## config.mk

```make
export PLATFORM = sky130hd
export DESIGN_NAME = downsizing_flat
export DESIGN_NICKNAME = d
export VERILOG_FILES = /design/src/rtl/downsizing_if.sv /design/src/rtl/downsizing.sv /design/src/flat_wrapper.sv
export SDC_FILE = /design/constraint.sdc
export NUM_CORES = 1
export LEC_CHECK = 0
export ABC_AREA = 1
export CORE_MARGIN = 3
export CORE_UTILIZATION = 51
export CTS_CLUSTER_DIAMETER = 40
export CTS_CLUSTER_SIZE = 8
export DETAILED_ROUTE_END_ITERATION = 8
export GPL_ROUTABILITY_DRIVEN = 0
export MAX_ROUTING_LAYER = met4
export PLACE_DENSITY = 0.86
export REMOVE_ABC_BUFFERS = 1
export SETUP_SLACK_MARGIN = 0.05
export SYNTH_ARGS = -nofsm -noshare
export SYNTH_HDL_FRONTEND = slang
export SYNTH_SLANG_ARGS = --single-unit
```

## constraint.sdc

```tcl
create_clock -name aclk -period 3.7 [get_ports aclk]
set_input_delay 0.74 -clock aclk [delete_from_list [all_inputs] [get_ports aclk]]
set_output_delay 0.74 -clock aclk [all_outputs]
set_load 0.01 [all_outputs]
```

## src/rtl/downsizing_if.sv

```systemverilog
// AXI-Stream link used on both sides of the width halver.
// thalf only carries meaning on the wide side; it is tied low on the narrow side.
interface downsizing_if #(
    parameter int unsigned DW = 80
);
    logic [DW-1:0] tdata;
    logic          tvalid;
    logic          tready;
    logic          tlast;
    logic          thalf;

    modport master (
        output tdata,
        output tvalid,
        output tlast,
        output thalf,
        input  tready
    );

    modport slave (
        input  tdata,
        input  tvalid,
        input  tlast,
        input  thalf,
        output tready
    );
endinterface

```

## src/rtl/downsizing.sv

```systemverilog
// AXI-Stream width halver: each 2*W-bit beat leaves as its upper half, then its lower half.
// A wide beat flagged thalf emits only the upper half.
module downsizing #(
    parameter int unsigned W = 40
) (
    input  logic         aclk,
    input  logic         aresetn,
    downsizing_if.slave  in_bus,
    downsizing_if.master out_bus
);
    typedef enum logic [1:0] {
        EMPTY,
        HIGH,
        LOW
    } state_t;

    state_t         state;
    state_t         state_nxt;
    logic [2*W-1:0] data_q;
    logic           half_q;
    logic           last_q;
    logic           rst_done_q;

    logic           in_ready;
    logic           out_valid;
    logic [W-1:0]   out_data;
    logic           out_last;
    logic           load;

    always_ff @(posedge aclk or negedge aresetn) begin
        if (!aresetn) begin
            state      <= EMPTY;
            data_q     <= '0;
            half_q     <= 1'b0;
            last_q     <= 1'b0;
            rst_done_q <= 1'b0;
        end else begin
            state      <= state_nxt;
            rst_done_q <= 1'b1;
            if (load) begin
                data_q <= in_bus.tdata;
                half_q <= in_bus.thalf;
                last_q <= in_bus.tlast;
            end
        end
    end

    // The final narrow beat of a word may be replaced by the next word on the same edge.
    always_comb begin
        in_ready  = 1'b0;
        out_valid = 1'b0;
        out_data  = '0;
        out_last  = 1'b0;
        state_nxt = state;
        case (state)
            EMPTY: begin
                in_ready = rst_done_q;
                if (in_bus.tvalid && in_ready) state_nxt = HIGH;
            end
            HIGH: begin
                out_valid = 1'b1;
                out_data  = data_q[2*W-1:W];
                out_last  = last_q & half_q;
                in_ready  = half_q & out_bus.tready;
                if (out_bus.tready) begin
                    if (!half_q)            state_nxt = LOW;
                    else if (in_bus.tvalid) state_nxt = HIGH;
                    else                    state_nxt = EMPTY;
                end
            end
            LOW: begin
                out_valid = 1'b1;
                out_data  = data_q[W-1:0];
                out_last  = last_q;
                in_ready  = out_bus.tready;
                if (out_bus.tready) state_nxt = in_bus.tvalid ? HIGH : EMPTY;
            end
            default: state_nxt = EMPTY;
        endcase
        load = in_bus.tvalid & in_ready;
    end

    assign in_bus.tready  = in_ready;
    assign out_bus.tvalid = out_valid;
    assign out_bus.tdata  = out_data;
    assign out_bus.tlast  = out_last;
    assign out_bus.thalf  = 1'b0;

    a_out_stable: assert property (@(posedge aclk) disable iff (!aresetn)
        out_bus.tvalid && !out_bus.tready |=> out_bus.tvalid && $stable(out_bus.tdata) && $stable(out_bus.tlast));

    a_valid_known: assert property (@(posedge aclk) disable iff (!aresetn)
        !$isunknown(out_bus.tvalid));
endmodule

```

## src/flat_wrapper.sv

```systemverilog
// flat-port wrapper written by rule: the top's interface ports become plain ports
module downsizing_flat 
#(
    parameter int unsigned W = 40
)
  (aclk, aresetn, in_bus_tdata, in_bus_tvalid, in_bus_tlast, in_bus_thalf, in_bus_tready, out_bus_tdata, out_bus_tvalid, out_bus_tlast, out_bus_thalf, out_bus_tready);
  downsizing_if #(.DW(2*W)) in_bus_i ();
  downsizing_if #(.DW(W)) out_bus_i ();
  input  logic aclk;
  input  logic aresetn;
  input wire logic [$bits(in_bus_i.tdata)-1:0] in_bus_tdata;
  input wire logic [$bits(in_bus_i.tvalid)-1:0] in_bus_tvalid;
  input wire logic [$bits(in_bus_i.tlast)-1:0] in_bus_tlast;
  input wire logic [$bits(in_bus_i.thalf)-1:0] in_bus_thalf;
  output wire logic [$bits(in_bus_i.tready)-1:0] in_bus_tready;
  output wire logic [$bits(out_bus_i.tdata)-1:0] out_bus_tdata;
  output wire logic [$bits(out_bus_i.tvalid)-1:0] out_bus_tvalid;
  output wire logic [$bits(out_bus_i.tlast)-1:0] out_bus_tlast;
  output wire logic [$bits(out_bus_i.thalf)-1:0] out_bus_thalf;
  input wire logic [$bits(out_bus_i.tready)-1:0] out_bus_tready;
  assign in_bus_i.tdata = in_bus_tdata;
  assign in_bus_i.tvalid = in_bus_tvalid;
  assign in_bus_i.tlast = in_bus_tlast;
  assign in_bus_i.thalf = in_bus_thalf;
  assign in_bus_tready = in_bus_i.tready;
  assign out_bus_tdata = out_bus_i.tdata;
  assign out_bus_tvalid = out_bus_i.tvalid;
  assign out_bus_tlast = out_bus_i.tlast;
  assign out_bus_thalf = out_bus_i.thalf;
  assign out_bus_i.tready = out_bus_tready;
  downsizing #(.W(W)) u_core (.aclk(aclk), .aresetn(aresetn), .in_bus(in_bus_i), .out_bus(out_bus_i));
endmodule
```

==> flow_metrics.py <==
metrics = {
    "timing": {
        "finalSetupViolCount": 0,
        "slew_headroom": 0.300,
        "finalCritPeriodShare": 0.890,
        "slew_viol_final": 0,
        "tns_ns": 0,
        "worst_slew_pin_slew_ns": 1.05,
        "worst_slack_ns": 0.406,
        "rsz0062_at_grt": "false",
        "min_period_ns": 3.29,
        "skew_ns": 0.00875,
        "hold_viol_final": 0,
        "fmaxAchievable_mhz": 304,
    },
    "clock_tree": {
        "cts.repair.resized": 0,
        "htreeDepth": 3,
        "ctsHoldBuffers": 0,
        "cts_buffers": 9,
        "cts_tree": "built",
        "clock_tree.buffer_depth": 2,
        "cts_sinks": 85,
        "clock_latency_ns": 0.34,
        "path_clk_slew_ns": 0.09,
        "root_buffer": "clkbuf_8",
        "cts_setup_buffers": 0,
    },
    "placement": {
        "dp_hpwl_um": 7220,
        "dp_slack_ns": 0.783,
        "dp_cells": 722,
        "portBuffers": 128,
    },
    "synthesis": {
        "synth_top_family_by_area": "simple AND/OR/NAND/NOR gates",
        "ys_types": 20,
        "synth_fa_ha_area_frac": 0.0117,
        "yosys_warnings": 0,
        "synth.cell_area_um2": 4290,
        "syn_inst": 536,
        "synth-compound-area-share": 0.0513,
        "muxShareOfSynthArea": 0,
        "synthSimpleGateAreaFrac": 0.355,
        "yosys.area_share.xor_xnor": 0,
        "ys_seq_area_frac": 0.495,
        "syn-mean-instance-area_um2": 8.01,
        "synth_seq_cells": 85,
    },
    "setup_path": {
        "critical_path_arrival_ns": 2.55,
        "crit_fanout": 28,
        "end_kind": "primary output",
        "cp-endpoint": "out_bus_tdata[14]",
        "r2r_slack_ns": 1.00,
        "cp-startpoint": "u_core.state[0]$_DFFE_PN0P_",
        "crit_buf_inv": 3,
        "r2r_end": "u_core.data_q[10]$_DFFE_PN0P_",
        "criticalPathCategory": "reg2out",
        "reg2reg_depth": 6,
        "critical-path-top-delay-family": "buffers and inverters",
        "worst-path-stages": 6,
        "cpMaxStageDelayCell": "ha_2",
        "crit_path_cell_trace": "inv_1, ha_2, buf_4, nand2_1, a21oi_1, clkdlybuf4s50_1",
        "slowest_delay_ns": 0.57,
        "start_kind": "register",
        "crit_required_ns": 2.96,
        "regToRegStartpoint": "u_core.state[0]$_DFFE_PN0P_",
    },
    "route": {
        "wl_um": 11400,
        "post-route-drc-count": 0,
        "firstDrtPassIters": 5,
        "drtIter0Drc": 280,
        "drt-vias-per-instance": 5.56,
        "wl_per_cell_um": 15.4,
        "num_vias": 4101,
        "ant_nets": 0,
    },
    "grt": {
        "grt_max_degree": 86,
        "antenna_found_initial": 0,
        "gr-total-overflow": 0,
        "grt_pass1_vias": 3953,
        "grt_first_pass_wirelength_um": 19000,
        "grt_usage": 0.250,
    },
    "power": {
        "internal_power_w": 0.00255,
        "p_leak_nw": 2.61,
        "combPwrFrac": 0.439,
        "power_w": 0.00424,
        "power_frac_seq": 0.377,
        "power.density_nw_per_um2": 747,
        "clockPowerShare": 0.185,
        "switching_power_w": 0.00169,
        "peakVddDrop_v": 0.000413,
        "power.share.switching": 0.399,
    },
    "floorplanning": {
        "die_h_um": 97.7,
        "dieArea_um2": 9550,
        "fp-row-count": 32,
        "ioPinCount": 130,
        "dieWidth_um": 97.7,
        "initial_core_util": 0.542,
        "coreArea_um2": 7930,
    },
    "layout": {
        "regArea_um2": 2130,
        "antenna_cells": 0,
        "fin_cells": 738,
        "multi_input_area_um2": 1820,
        "layout_common_cells": "251 x nand2_1, 126 x clkdlybuf4s50_1, 85 x dfrtp_1",
        "final_common_cell": "nand2_1",
        "nets": 721,
        "syn2layout_area_growth_pct": 32.1,
        "drive_above_1_share": 0.0456,
        "final_util": 0.715,
        "n_fill_cell": 646,
    },
    "status": {
        "status": "finished, final reports clean",
    },
    "hold_path": {
        "hold_path_class": "reg2reg",
        "holdCritStartpoint": "u_core.data_q[67]$_DFFE_PN0P_",
    },
    "run": {
        "cap_violations": 0,
    },
}
==> worst min-delay path: cells and delay by family (launching register included) <==
kind,cells,cell delay (ns)
DFF,1,0.35
and+or+nand+nor,2,0.10
==> cell usage after synthesis (all sizes together) <==
cell | n | share of area
nand4 | 82 | 0.12
a21oi | 42 | 0.049
inv | 6 | 0.0052
buf | 36 | 0.066
nand3 | 6 | 0.011
nor3b | 1 | 0.0017
o21ai | 2 | 0.0023
nand2 | 251 | 0.22
nor2 | 4 | 0.0035
dfrtp | 85 | 0.50
ha | 4 | 0.012
conb | 2 | 0.0017
clkbuf | 15 | 0.013
==> layout make-up <==
cell class	instances	area share
Multi-Input combinational cell	394	0.320
Sequential cell	85	0.375
Clock inverter	6	0.0196
Inverter	6	0.00397
Timing Repair Buffer	135	0.236
Clock buffer	10	0.0225
Tap cell	102	0.0225
==> power by group through the flow <==
stage	Sequential [W]	Clock, W	Combinational [W]
6_report	0.00160	0.000782	0.00186
5_1_grt	0.00164	0.000839	0.00208
4_1_cts	0.00159	0.000791	0.00188
3_5_place_dp	0.00160	0	0.00187
3_3_place_gp	0.00158	0	0.00180
2_1_floorplan	0.00154	0	0.00106
==> layer usage <==
| metal | track usage | wire length (um) | up-vias |
|---|---|---|---|
| li1 | - | - | 1964 |
| met1 | 0.333 | 4760 | 1960 |
| met2 | 0.399 | 5760 | 166 |
| met3 | 0.0450 | 761 | 11 |
| met4 | 0.0671 | 108 | 0 |
| met5 | - | 0 | - |
==> worst min path at each step <==
stage | slack [ns] | cells after the start | endpoint
after CTS | 0.48 | 2 | u_core.data_q[4]$_DFFE_PN0P_
after global placement | 0.45 | 2 | u_core.data_q[47]$_DFFE_PN0P_
after floorplan | 0.44 | 0 | u_core.data_q[0]$_DFFE_PN0P_
after detailed placement | 0.46 | 2 | u_core.data_q[67]$_DFFE_PN0P_
final | 0.48 | 2 | u_core.data_q[67]$_DFFE_PN0P_
after global routing | 0.50 | 2 | u_core.data_q[41]$_DFFE_PN0P_
==> cell families after synthesis <==
kind of cell,Yosys count
other cells,2
fa+ha+maj,4
simple gates,344
compound gates,44
flops,85
buf+inv,57
==> sequential cells by signal, indices dropped and copies added (netlist names) <==
signal	count
u_core.state	2
u_core.data_q	80
u_core.half_q	1
u_core.rst_done_q	1
u_core.last_q	1
==> metrics by stage <==
stage	hold WS [ns]	cell area [um2]
2_1_floorplan	0.442	3950
3_3_place_gp	0.454	5430
3_5_place_dp	0.458	5430
4_1_cts	0.479	5670
5_1_grt	0.496	5670
6_report	0.477	5670
Note: power is estimated with default switching activity, not from simulation.
